## src/rtl/jpeg_carry_unit_arbiter.sv

```systemverilog
// Round-robin scheduler sharing one fixed-latency add/carry unit among NREQ
// requesters. Tags for in-flight operations follow the unit through a shadow
// pipeline. Results are collected in a response FIFO whose space is reserved
// at grant time by a credit counter. A flush FSM stops issue and drains.
module jpeg_carry_unit_arbiter #(
  parameter int NREQ  = 4,
  parameter int WIDTH = 16,
  parameter int LAT   = 2,
  parameter int DEPTH = 4
) (
  input  logic                     clk,
  input  logic                     rst,
  input  logic [NREQ-1:0]          req_valid,
  output logic [NREQ-1:0]          req_ready,
  input  logic [NREQ*WIDTH-1:0]    req_a,
  input  logic [NREQ*WIDTH-1:0]    req_b,
  input  logic [NREQ-1:0]          req_cin,
  output logic                     u_valid,
  output logic [WIDTH-1:0]         u_a,
  output logic [WIDTH-1:0]         u_b,
  output logic                     u_cin,
  input  logic [WIDTH-1:0]         u_sum,
  input  logic                     u_cout,
  output logic                     rsp_valid,
  output logic [$clog2(NREQ)-1:0]  rsp_tag,
  output logic [WIDTH-1:0]         rsp_sum,
  output logic                     rsp_cout,
  input  logic                     rsp_ready,
  input  logic                     flush,
  output logic                     flush_done
);

  localparam int TAGW = $clog2(NREQ);
  localparam int AW   = $clog2(DEPTH);
  localparam int CW   = $clog2(DEPTH + 1);

  typedef enum logic [1:0] {ST_RUN, ST_DRAIN, ST_DONE} state_t;

  state_t              state;
  logic [TAGW-1:0]     ptr;
  logic [TAGW-1:0]     idx;
  logic [TAGW-1:0]     gnt_idx;
  logic                gnt_any;
  logic                issue_en;
  logic                fire;
  logic                pop;
  logic                push;
  logic [CW-1:0]       credit;
  logic [CW-1:0]       credit_nxt;
  logic [WIDTH-1:0]    sel_a;
  logic [WIDTH-1:0]    sel_b;
  logic                sel_cin;

  logic [LAT:0]        pipe_v;
  logic [TAGW-1:0]     pipe_t [LAT+1];

  logic [TAGW-1:0]     f_tag  [DEPTH];
  logic [WIDTH-1:0]    f_sum  [DEPTH];
  logic                f_cout [DEPTH];
  logic [AW-1:0]       wptr;
  logic [AW-1:0]       rptr;
  logic [AW:0]         fcnt;

  assign rsp_valid = (fcnt != '0);
  assign pop       = rsp_valid & rsp_ready;
  assign push      = pipe_v[LAT];

  // A pop frees its slot in the same cycle, so a concurrent pop lends the
  // credit to this cycle's grant; this sustains one grant per cycle.
  assign issue_en  = !rst && (state == ST_RUN) && ((credit != '0) || pop);
  assign fire      = issue_en && gnt_any;

  // Round-robin search: first valid requester at or after ptr, with wrap.
  always_comb begin
    gnt_any = 1'b0;
    gnt_idx = '0;
    idx     = '0;
    for (int unsigned k = 0; k < NREQ; k++) begin
      idx = TAGW'((32'(ptr) + k) % NREQ);
      if (!gnt_any && req_valid[idx]) begin
        gnt_any = 1'b1;
        gnt_idx = idx;
      end
    end
  end

  // One-hot grant and the granted requester's operands.
  always_comb begin
    req_ready = '0;
    if (fire) req_ready[gnt_idx] = 1'b1;
    sel_a   = req_a[32'(gnt_idx)*WIDTH +: WIDTH];
    sel_b   = req_b[32'(gnt_idx)*WIDTH +: WIDTH];
    sel_cin = req_cin[gnt_idx];
  end

  // Next credit: grant consumes a FIFO slot, pop returns one.
  always_comb begin
    credit_nxt = credit;
    case ({fire, pop})
      2'b10:   credit_nxt = credit - CW'(1);
      2'b01:   credit_nxt = credit + CW'(1);
      default: credit_nxt = credit;
    endcase
  end

  // Control state: pointer, credit, unit operand registers, tag valids, FIFO pointers.
  always_ff @(posedge clk) begin
    if (rst) begin
      ptr     <= '0;
      credit  <= CW'(DEPTH);
      u_valid <= 1'b0;
      u_a     <= '0;
      u_b     <= '0;
      u_cin   <= 1'b0;
      pipe_v  <= '0;
      wptr    <= '0;
      rptr    <= '0;
      fcnt    <= '0;
    end else begin
      credit  <= credit_nxt;
      u_valid <= fire;
      if (fire) begin
        ptr   <= TAGW'((32'(gnt_idx) + 1) % NREQ);
        u_a   <= sel_a;
        u_b   <= sel_b;
        u_cin <= sel_cin;
      end
      pipe_v <= {pipe_v[LAT-1:0], fire};
      if (push) wptr <= wptr + AW'(1);
      if (pop)  rptr <= rptr + AW'(1);
      case ({push, pop})
        2'b10:   fcnt <= fcnt + (AW+1)'(1);
        2'b01:   fcnt <= fcnt - (AW+1)'(1);
        default: fcnt <= fcnt;
      endcase
    end
  end

  // Data path: tag shadow pipeline and FIFO storage (no reset needed).
  always_ff @(posedge clk) begin
    pipe_t[0] <= gnt_idx;
    for (int unsigned k = 1; k <= LAT; k++) pipe_t[k] <= pipe_t[k-1];
    if (push && !rst) begin
      f_tag[wptr]  <= pipe_t[LAT];
      f_sum[wptr]  <= u_sum;
      f_cout[wptr] <= u_cout;
    end
  end

  // Flush FSM; DONE is entered as soon as the final pop leaves everything empty.
  always_ff @(posedge clk) begin
    if (rst) begin
      state      <= ST_RUN;
      flush_done <= 1'b0;
    end else begin
      case (state)
        ST_RUN: begin
          if (flush) state <= ST_DRAIN;
        end
        ST_DRAIN: begin
          if (credit_nxt == CW'(DEPTH)) begin
            state      <= ST_DONE;
            flush_done <= 1'b1;
          end
        end
        ST_DONE: begin
          if (!flush) begin
            state      <= ST_RUN;
            flush_done <= 1'b0;
          end
        end
        default: begin
          state      <= ST_RUN;
          flush_done <= 1'b0;
        end
      endcase
    end
  end

  assign rsp_tag  = rsp_valid ? f_tag[rptr]  : '0;
  assign rsp_sum  = rsp_valid ? f_sum[rptr]  : '0;
  assign rsp_cout = rsp_valid ? f_cout[rptr] : 1'b0;

endmodule

```

## config.mk

```make
export PLATFORM = sky130hd
export DESIGN_NAME = jpeg_carry_unit_arbiter
export DESIGN_NICKNAME = d
export VERILOG_FILES = /design/src/rtl/jpeg_carry_unit_arbiter.sv
export SDC_FILE = /design/constraint.sdc
export NUM_CORES = 1
export LEC_CHECK = 0
export ABC_AREA = 0
export CAP_MARGIN = 10
export CORE_UTILIZATION = 42
export CTS_BUF_LIST = sky130_fd_sc_hd__clkbuf_8
export CTS_CLUSTER_SIZE = 8
export DETAILED_ROUTE_END_ITERATION = 12
export GPL_ROUTABILITY_DRIVEN = 1
export PLACE_DENSITY = 0.79
export SKIP_CTS_REPAIR_TIMING = 1
export SLEW_MARGIN = 30
export SYNTH_ARGS = -nofsm -noshare
export SYNTH_HDL_FRONTEND = slang
export SYNTH_SLANG_ARGS = --single-unit
```

## constraint.sdc

```tcl
create_clock -name clk -period 3.8 [get_ports clk]
set_clock_uncertainty 0.15 [all_clocks]
set_input_delay 0.57 -clock clk [delete_from_list [all_inputs] [get_ports clk]]
set_output_delay 0.57 -clock clk [all_outputs]
set_load 0.01 [all_outputs]
```

==> impl_results.md, run 1 <==
* Outcome: completed
* Met2 GRT Util at about two fifths
* # DRC at 0
* Max Root-Sink Buffers at 2
* Met1 Use GR at 21.6%
* Placed inst area at 8230 sq um
* Grt total ovfl at 0
* Unrepaired setup endpoints after global routing: false
* Worst setup SP type: input port
* Leakage at 3.06 nW
* Req. time, crit path at 3.08 ns
* Worst skew pair latency at 0.43 ns
* Starting Density at a little over two fifths
* Worst setup EP type: output port
* Most common cell after layout, fill and taps aside: clkdlybuf4s50_1
* Pins Over Slew Limit at 0
* DRT Wirelength at between 10000 and 15000 microns
* Yosys warns at 0
* Met3 track demand over resource at ~5.9%
* Post-synthesis mux area share at 18.8%
* Worst Setup EP: req_ready[0]
* Site Rows at 42
* CTS tree: yes
* Worst r2r src: fcnt[2]$_SDFFE_PP0P_
* Crit Path Max Fanout at 5
* PwrDens at roughly 560 nW/um^2
* Initial antenna violation count at 0
* Post-route ant nets at 0
* R2R Path End: credit[2]$_SDFF_PP1_
* R2R Setup Slk at 0.94 ns
* CORE AREA at 13500 sq um
* Ys flop type: edfxtp_1
* Synthesis-stage register bit count at 135
* Area of the die at 14500 sq um
* Area share of fa/ha/maj cells after synthesis at 2.80%
* Seq/Total Area, Yosys at between 50% and 60%
* Endpoints failing setup at 0
* Final #Nets at 819
* Fmax at 299 MHz
* Setup TNS Final at 0 ns
* Largest net degree at the start of global routing at 37
* Hold depth at 0
* Via count at 4352
* Number of max-cap violations at 0
* Layout cells sized above 1 at between 10% and 20%
* Hold Crit Class: flop to flop
* Depth of the CTS H-tree at 4
* ANT cells at 0
* Vias per inst at about 5.2
* CP Data Arrival Time at 2.62 ns
* Global-route wire length before repair at 22200 microns
* Crit share post-route at 88.0%
* Fin. Hold Viols at 0
* Synthesized instance count at 431
* Netlist cell types at 37
* Syn avg cell area at 13.7 sq um
* Vias in the first global route at 4476
* Fill count at 1021
* Slew HR at ~54%
* Post-DR wirelength/cell at about 17 microns
* Clk sink count at 135
* Simple-gate area share of the yosys netlist at 8.07%
* DR pass1 iterations at 4
* Synth Net Count at 600
* Peak VDD IR at 0.222 mV
* GR peak layer: met2
* Die height at ~120 microns
* Worst Tran Pin Value at just under 0.7 ns
* Count of buffers from port buffering at ~220
* R2R cell count at 9
* Min Tclk post-route at 3.34 ns
* Largest family of logic cells by synthesized area: multiplexers
* Compound-Gate Fraction of Synth Area at between 7 and 8%
* GRT Overall Usage at 20.4%
* Routability cong. at ~0.8
* Setup Crit Path Kind: input port to output port
* XOR/XNOR share of the synthesized area at 1.19%
* Most frequent cells in the layout: 215 x clkdlybuf4s50_1, 76 x edfxtp_1, 68 x mux2i_1, 59 x dfxtp_1, 36 x nand2_1
* Clk slew on worst S/H paths at 0.06 ns
* Root Buffer: clkbuf_8
* Synth-to-layout area growth at 45.4%
* HPWL after DPL at between 10000 and 15000 microns
* Critical Path Start: req_valid[1]
* Mapped Area at 5910 sq um
* Die X at 121 microns
* TritonCTS buffer count at 17
* EDFF count, synth at 76
* Design area at between 8000 and 9000 sq um
* Initial DRC count at 174
* Post-synth ARST share at 0%
* I/O Pins at 216
-- state kept, by name (all words and copies together), names as in the netlist, named ones only --
register and cells:
credit 3, f_cout 4, f_sum 64, f_tag 8, fcnt 3, flush_done 1, pipe_t 6, pipe_v 3
ptr 2, rptr 2, state 2, u_a 16, u_b 16, u_cin 1, wptr 2
-- final cells by class --
| type | count | area, sq um | area share, % |
|---|---|---|---|
| repair buffers | 227 | 2240 | 26.1 |
| well taps | 176 | 220 | 2.56 |
| flip-flops and latches | 135 | 3460 | 40.3 |
| clock inverters | 15 | 128 | 1.49 |
| multi-input cells | 255 | 2250 | 26.2 |
| inverters | 14 | 52.6 | 0.612 |
| clock buffers | 17 | 234 | 2.72 |
-- metrics by stage --
stage | power (W) | instances | hold WS [ns] | setup slack (ns) | utilization (%)
3_5_place_dp | 0.00381 | 807 | 0.162 | 0.447 | 60.9
2_1_floorplan | 0.00292 | 431 | 0.160 | 1.01 | -
5_1_grt | 0.00509 | 839 | 0.189 | 0.350 | 63.6
6_report | 0.00482 | 839 | 0.178 | 0.457 | 63.6
3_3_place_gp | 0.00375 | 807 | 0.162 | 0.527 | 60.9
4_1_cts | 0.00489 | 839 | 0.179 | 0.445 | 63.6
-- routing by layer --
metal / wire length [microns] / vias up
li1: - / 2056
met1: 5390 / 2095
met2: 8030 / 177
met3: 825 / 24
met4: 269 / 0
met5: 0 / -
-- worst max-delay path, cell delays in order --
cell	delay, ns
clkdlybuf4s50_1	0.53
nand2b_1	0.13
a21oi_1	0.07
a211oi_2	0.20
buf_4	0.19
inv_1	0.08
ha_1	0.20
and2_1	0.15
clkdlybuf4s50_1	0.50
-- cell families after synthesis --
group,after synthesis
DFF,135
and+or+nand+nor,96
muxes,87
AOI/OAI and AO/OA,52
buffers and inverters,41
adders and majority gates,12
xor gates and xnor gates,8
-- worst min-delay path by stage --
stage / startpoint / end / slack (ns)
2_1_floorplan: pipe_t[0][0]$_DFF_P_ / pipe_t[0][2]$_DFF_P_ / 0.16
3_3_place_gp: pipe_t[0][2]$_DFF_P_ / pipe_t[0][4]$_DFF_P_ / 0.16
3_5_place_dp: pipe_t[0][0]$_DFF_P_ / pipe_t[0][2]$_DFF_P_ / 0.16
4_1_cts: pipe_t[0][2]$_DFF_P_ / pipe_t[0][4]$_DFF_P_ / 0.18
5_1_grt: pipe_t[0][2]$_DFF_P_ / pipe_t[0][4]$_DFF_P_ / 0.19
6_report: pipe_t[0][2]$_DFF_P_ / pipe_t[0][4]$_DFF_P_ / 0.18
-- report_power, final --
group,internal [W],switching (W)
Clock,0.000516,0.000557
Sequential,0.00178,0.000146
Combinational,0.00100,0.000821
-- Yosys cell counts, types with 8 or more instances --
library cell / n / area share, %
dfxtp_1: 59 / 20
edfxtp_1: 76 / 39
buf_2: 15 / 1.3
o221ai_1: 33 / 4.9
mux4_2: 19 / 7.2
nor2_1: 16 / 1.0
ha_1: 10 / 2.1
a21oi_1: 8 / 0.68
and2_1: 27 / 2.9
nand2_1: 36 / 2.3
mux2i_1: 68 / 12
inv_1: 14 / 0.89
(Power assumes the default switching activity.)
==> run 2: changes to the inputs <==
--- a/config.mk
+++ b/config.mk
@@ -12,6 +12,7 @@
 export CTS_CLUSTER_SIZE = 8
 export DETAILED_ROUTE_END_ITERATION = 12
 export GPL_ROUTABILITY_DRIVEN = 1
+export GPL_TIMING_DRIVEN = 0
 export PLACE_DENSITY = 0.79
 export SKIP_CTS_REPAIR_TIMING = 1
 export SLEW_MARGIN = 30
==> constraint.sdc (replaced) <==
create_clock -name clk -period 4.1 [get_ports clk]
set_clock_uncertainty 0.15 [all_clocks]
set_input_delay 0.615 -clock clk [delete_from_list [all_inputs] [get_ports clk]]
set_output_delay 0.615 -clock clk [all_outputs]
set_load 0.01 [all_outputs]
==> run 2 against run 1 <==
Worst setup slack got worse by 0.17 ns. Total power fell by 4.5%. Via count rose by 1.7%. Sequential power fell by 7%. Largest power group unchanged. Flip-flop and latch count did not move. Cell count rose by 1.8%. Core utilization rose by 0.62 points. Final area rose by 0.98%. Sequential share of layout area fell by 0.39 points. Hold slack improved by 0.0024 ns. Count of clock-buffer cells in the layout did not move.
==> impl_results.md, run 2 (synthesized netlist as in run 1, its figures left out) <==
* Outcome: completed
* Most frequent cells in the layout: 215 x clkdlybuf4s50_1, 76 x edfxtp_1, 68 x mux2i_1, 59 x dfxtp_1, 36 x nand2_1
* Root Buffer: clkbuf_8
* Vias per inst at 5.18 (-0.11%)
* Most flop-heavy register: f_sum
* GR peak layer: met2
* Footprint of the multi-input gates at 2240 sq um (-0.28%)
* Reg area at 3460 sq um (unchanged)
* Flip-flop count of the largest register after layout at 64 (unchanged)
* Number of max-cap violations at 0 (unchanged)
* Post-route ant nets at 0 (unchanged)
* CP Data Arrival Time at 3.05 ns (+0.43 ns)
* Most common cell after layout, fill and taps aside: clkdlybuf4s50_1
* Req. time, crit path at 3.34 ns (+0.26 ns)
* PwrDens at 531 nW/um^2 (-5.4%)
* Hold Slack at 0.180 ns (+0.00243 ns)
* Grt total ovfl at 0 (unchanged)
* Via count at 4425 (+1.7%)
* TritonCTS buffer count at 17 (unchanged)
* Fin. Hold Viols at 0 (unchanged)
* Pins Over Slew Limit at 0 (unchanged)
* Synth-to-layout area growth at 46.8%
* Peak VDD IR at 0.229 mV (+2.8%)
* Starting Density at 43.7% (unchanged)
* # DRC at 0 (unchanged)
* Setup TNS Final at 0 ns (unchanged)
* CORE AREA at 13500 sq um (unchanged)
* Worst setup EP type: output port
* Worst setup SP type: input port
* Area of the die at 14500 sq um (unchanged)
* Slew HR at 57.2% (+3.4 points)
* Largest net degree at the start of global routing at 20 (-46%)
* Crit Path Max Fanout at 12 (+7)
* Global-route wire length before repair at 23500 microns (+5.8%)
* Count of buffers from port buffering at 215 (unchanged)
* Min Tclk post-route at 3.82 ns
* Fmax at 262 MHz
* Initial antenna violation count at 0 (unchanged)
* HPWL after DPL at 11700 microns (+7.1%)
* Leakage at 3.12 nW (+1.9%)
* Hold Crit Class: flop to flop
* I/O Pins at 216 (unchanged)
* Met3 track demand over resource at 5.38% (-0.52 points)
* DRT Wirelength at 15200 microns (+5.1%)
* Fill count at 1026 (+0.49%)
* Final #Nets at 834 (+1.8%)
* DR pass1 iterations at 5 (+1)
* Post-DR wirelength/cell at 17.9 microns (+3.2%)
* Vias in the first global route at 4701 (+5.0%)
* Worst skew pair latency at 0.44 ns (about the same)
* Largest registers: f_sum (64), u_a (16), u_b (16)
* Met1 Use GR at 22.8% (+1.2 points)
* Endpoints failing setup at 0 (unchanged)
* Die X at 121 microns (unchanged)
* Site Rows at 42 (unchanged)
* GRT Overall Usage at 21.8% (+1.4 points)
* Clk sink count at 135 (unchanged)
* Initial DRC count at 246 (+41%)
* Max Root-Sink Buffers at 2 (unchanged)
* Depth of the CTS H-tree at 4 (unchanged)
* CTS tree: yes
* Setup Crit Path Kind: input port to output port
* Worst Tran Pin Value at 0.642 ns (-0.0487 ns)
* Clk slew on worst S/H paths at 0.07 ns (about the same)
* Routability cong. at 0.825 (+1.1%)
* Layout cells sized above 1 at 11.7% (+1.4 points)
* Unrepaired setup endpoints after global routing: false
* Met2 GRT Util at 42.1% (+3.7 points)
* Die height at 121 microns (unchanged)
* Crit share post-route at ~93%
* ANT cells at 0 (unchanged)
-- run 2: changes by cell type in the layout (fill, tap and decap cells not counted), moves of 3 or more --
cell	previous run	this run
buf_2	0	15
clkinv_4	0	3
and2_2	0	4
and2_1	27	23
buf_6	0	4
clkinvlp_4	6	3
buf_4	12	1
clkbuf_1	0	6
-- run 2: final cells by class --
cell class | instances | area share [%]
inverters | 14 | 0.606
clock inverters | 15 | 1.77
well taps | 176 | 2.54
repair buffers | 215 | 24.8
plain buffers | 27 | 1.77
multi-input cells | 255 | 25.9
flip-flops and latches | 135 | 39.9
clock buffers | 17 | 2.70
-- run 2: report_power, final --
group | internal [W] | switching [W] | leakage (nW)
combinational | 0.000954 | 0.000798 | 1.76
clock | 0.000541 | 0.000521 | 0.190
sequential | 0.00165 | 0.000139 | 1.17
-- run 2: final timing paths --
path              slack (ns)  cells after the start                  from               endpoint
setup / recovery        0.28                     11          req_valid[0]           req_ready[1]
hold / removal          0.18                      0  pipe_t[0][2]$_DFF_P_   pipe_t[0][4]$_DFF_P_
setup reg to reg        0.99                     12  fcnt[0]$_SDFFE_PP0P_  state[0]$_SDFFE_PP0P_
hold reg to reg         0.18                      0  pipe_t[0][2]$_DFF_P_   pipe_t[0][4]$_DFF_P_
-- run 2: worst max-delay path, cell delays in order --
cell             delay (ns)
clkdlybuf4s50_1        0.46
a21o_1                 0.20
a21oi_1                0.14
o22a_1                 0.14
buf_2                  0.19
buf_6                  0.20
buf_6                  0.20
inv_1                  0.08
ha_1                   0.18
and2_1                 0.13
clkdlybuf4s50_1        0.50
-- run 2: per-stage QoR --
step / std cells / power, W / area [sq um] / worst slack, ns / util, %
after floorplan: 431 / 0.00271 / 5910 / 1.27 / -
after global placement: 822 / 0.00352 / 8280 / 0.302 / 61.3
after detailed placement: 822 / 0.00358 / 8280 / 0.263 / 61.3
after CTS: 854 / 0.00465 / 8670 / 0.255 / 64.2
after global routing: 854 / 0.00484 / 8670 / 0.155 / 64.2
final: 854 / 0.00461 / 8670 / 0.284 / 64.2
-- run 2: metal layers --
metal | up-vias | share of wire [%] | routed length, microns
met2 | 190 | 57 | 8740
met4 | 0 | 0.92 | 140
met5 | - | 0 | 0
met3 | 15 | 4.9 | 750
met1 | 2128 | 37 | 5610
li1 | 2092 | - | -
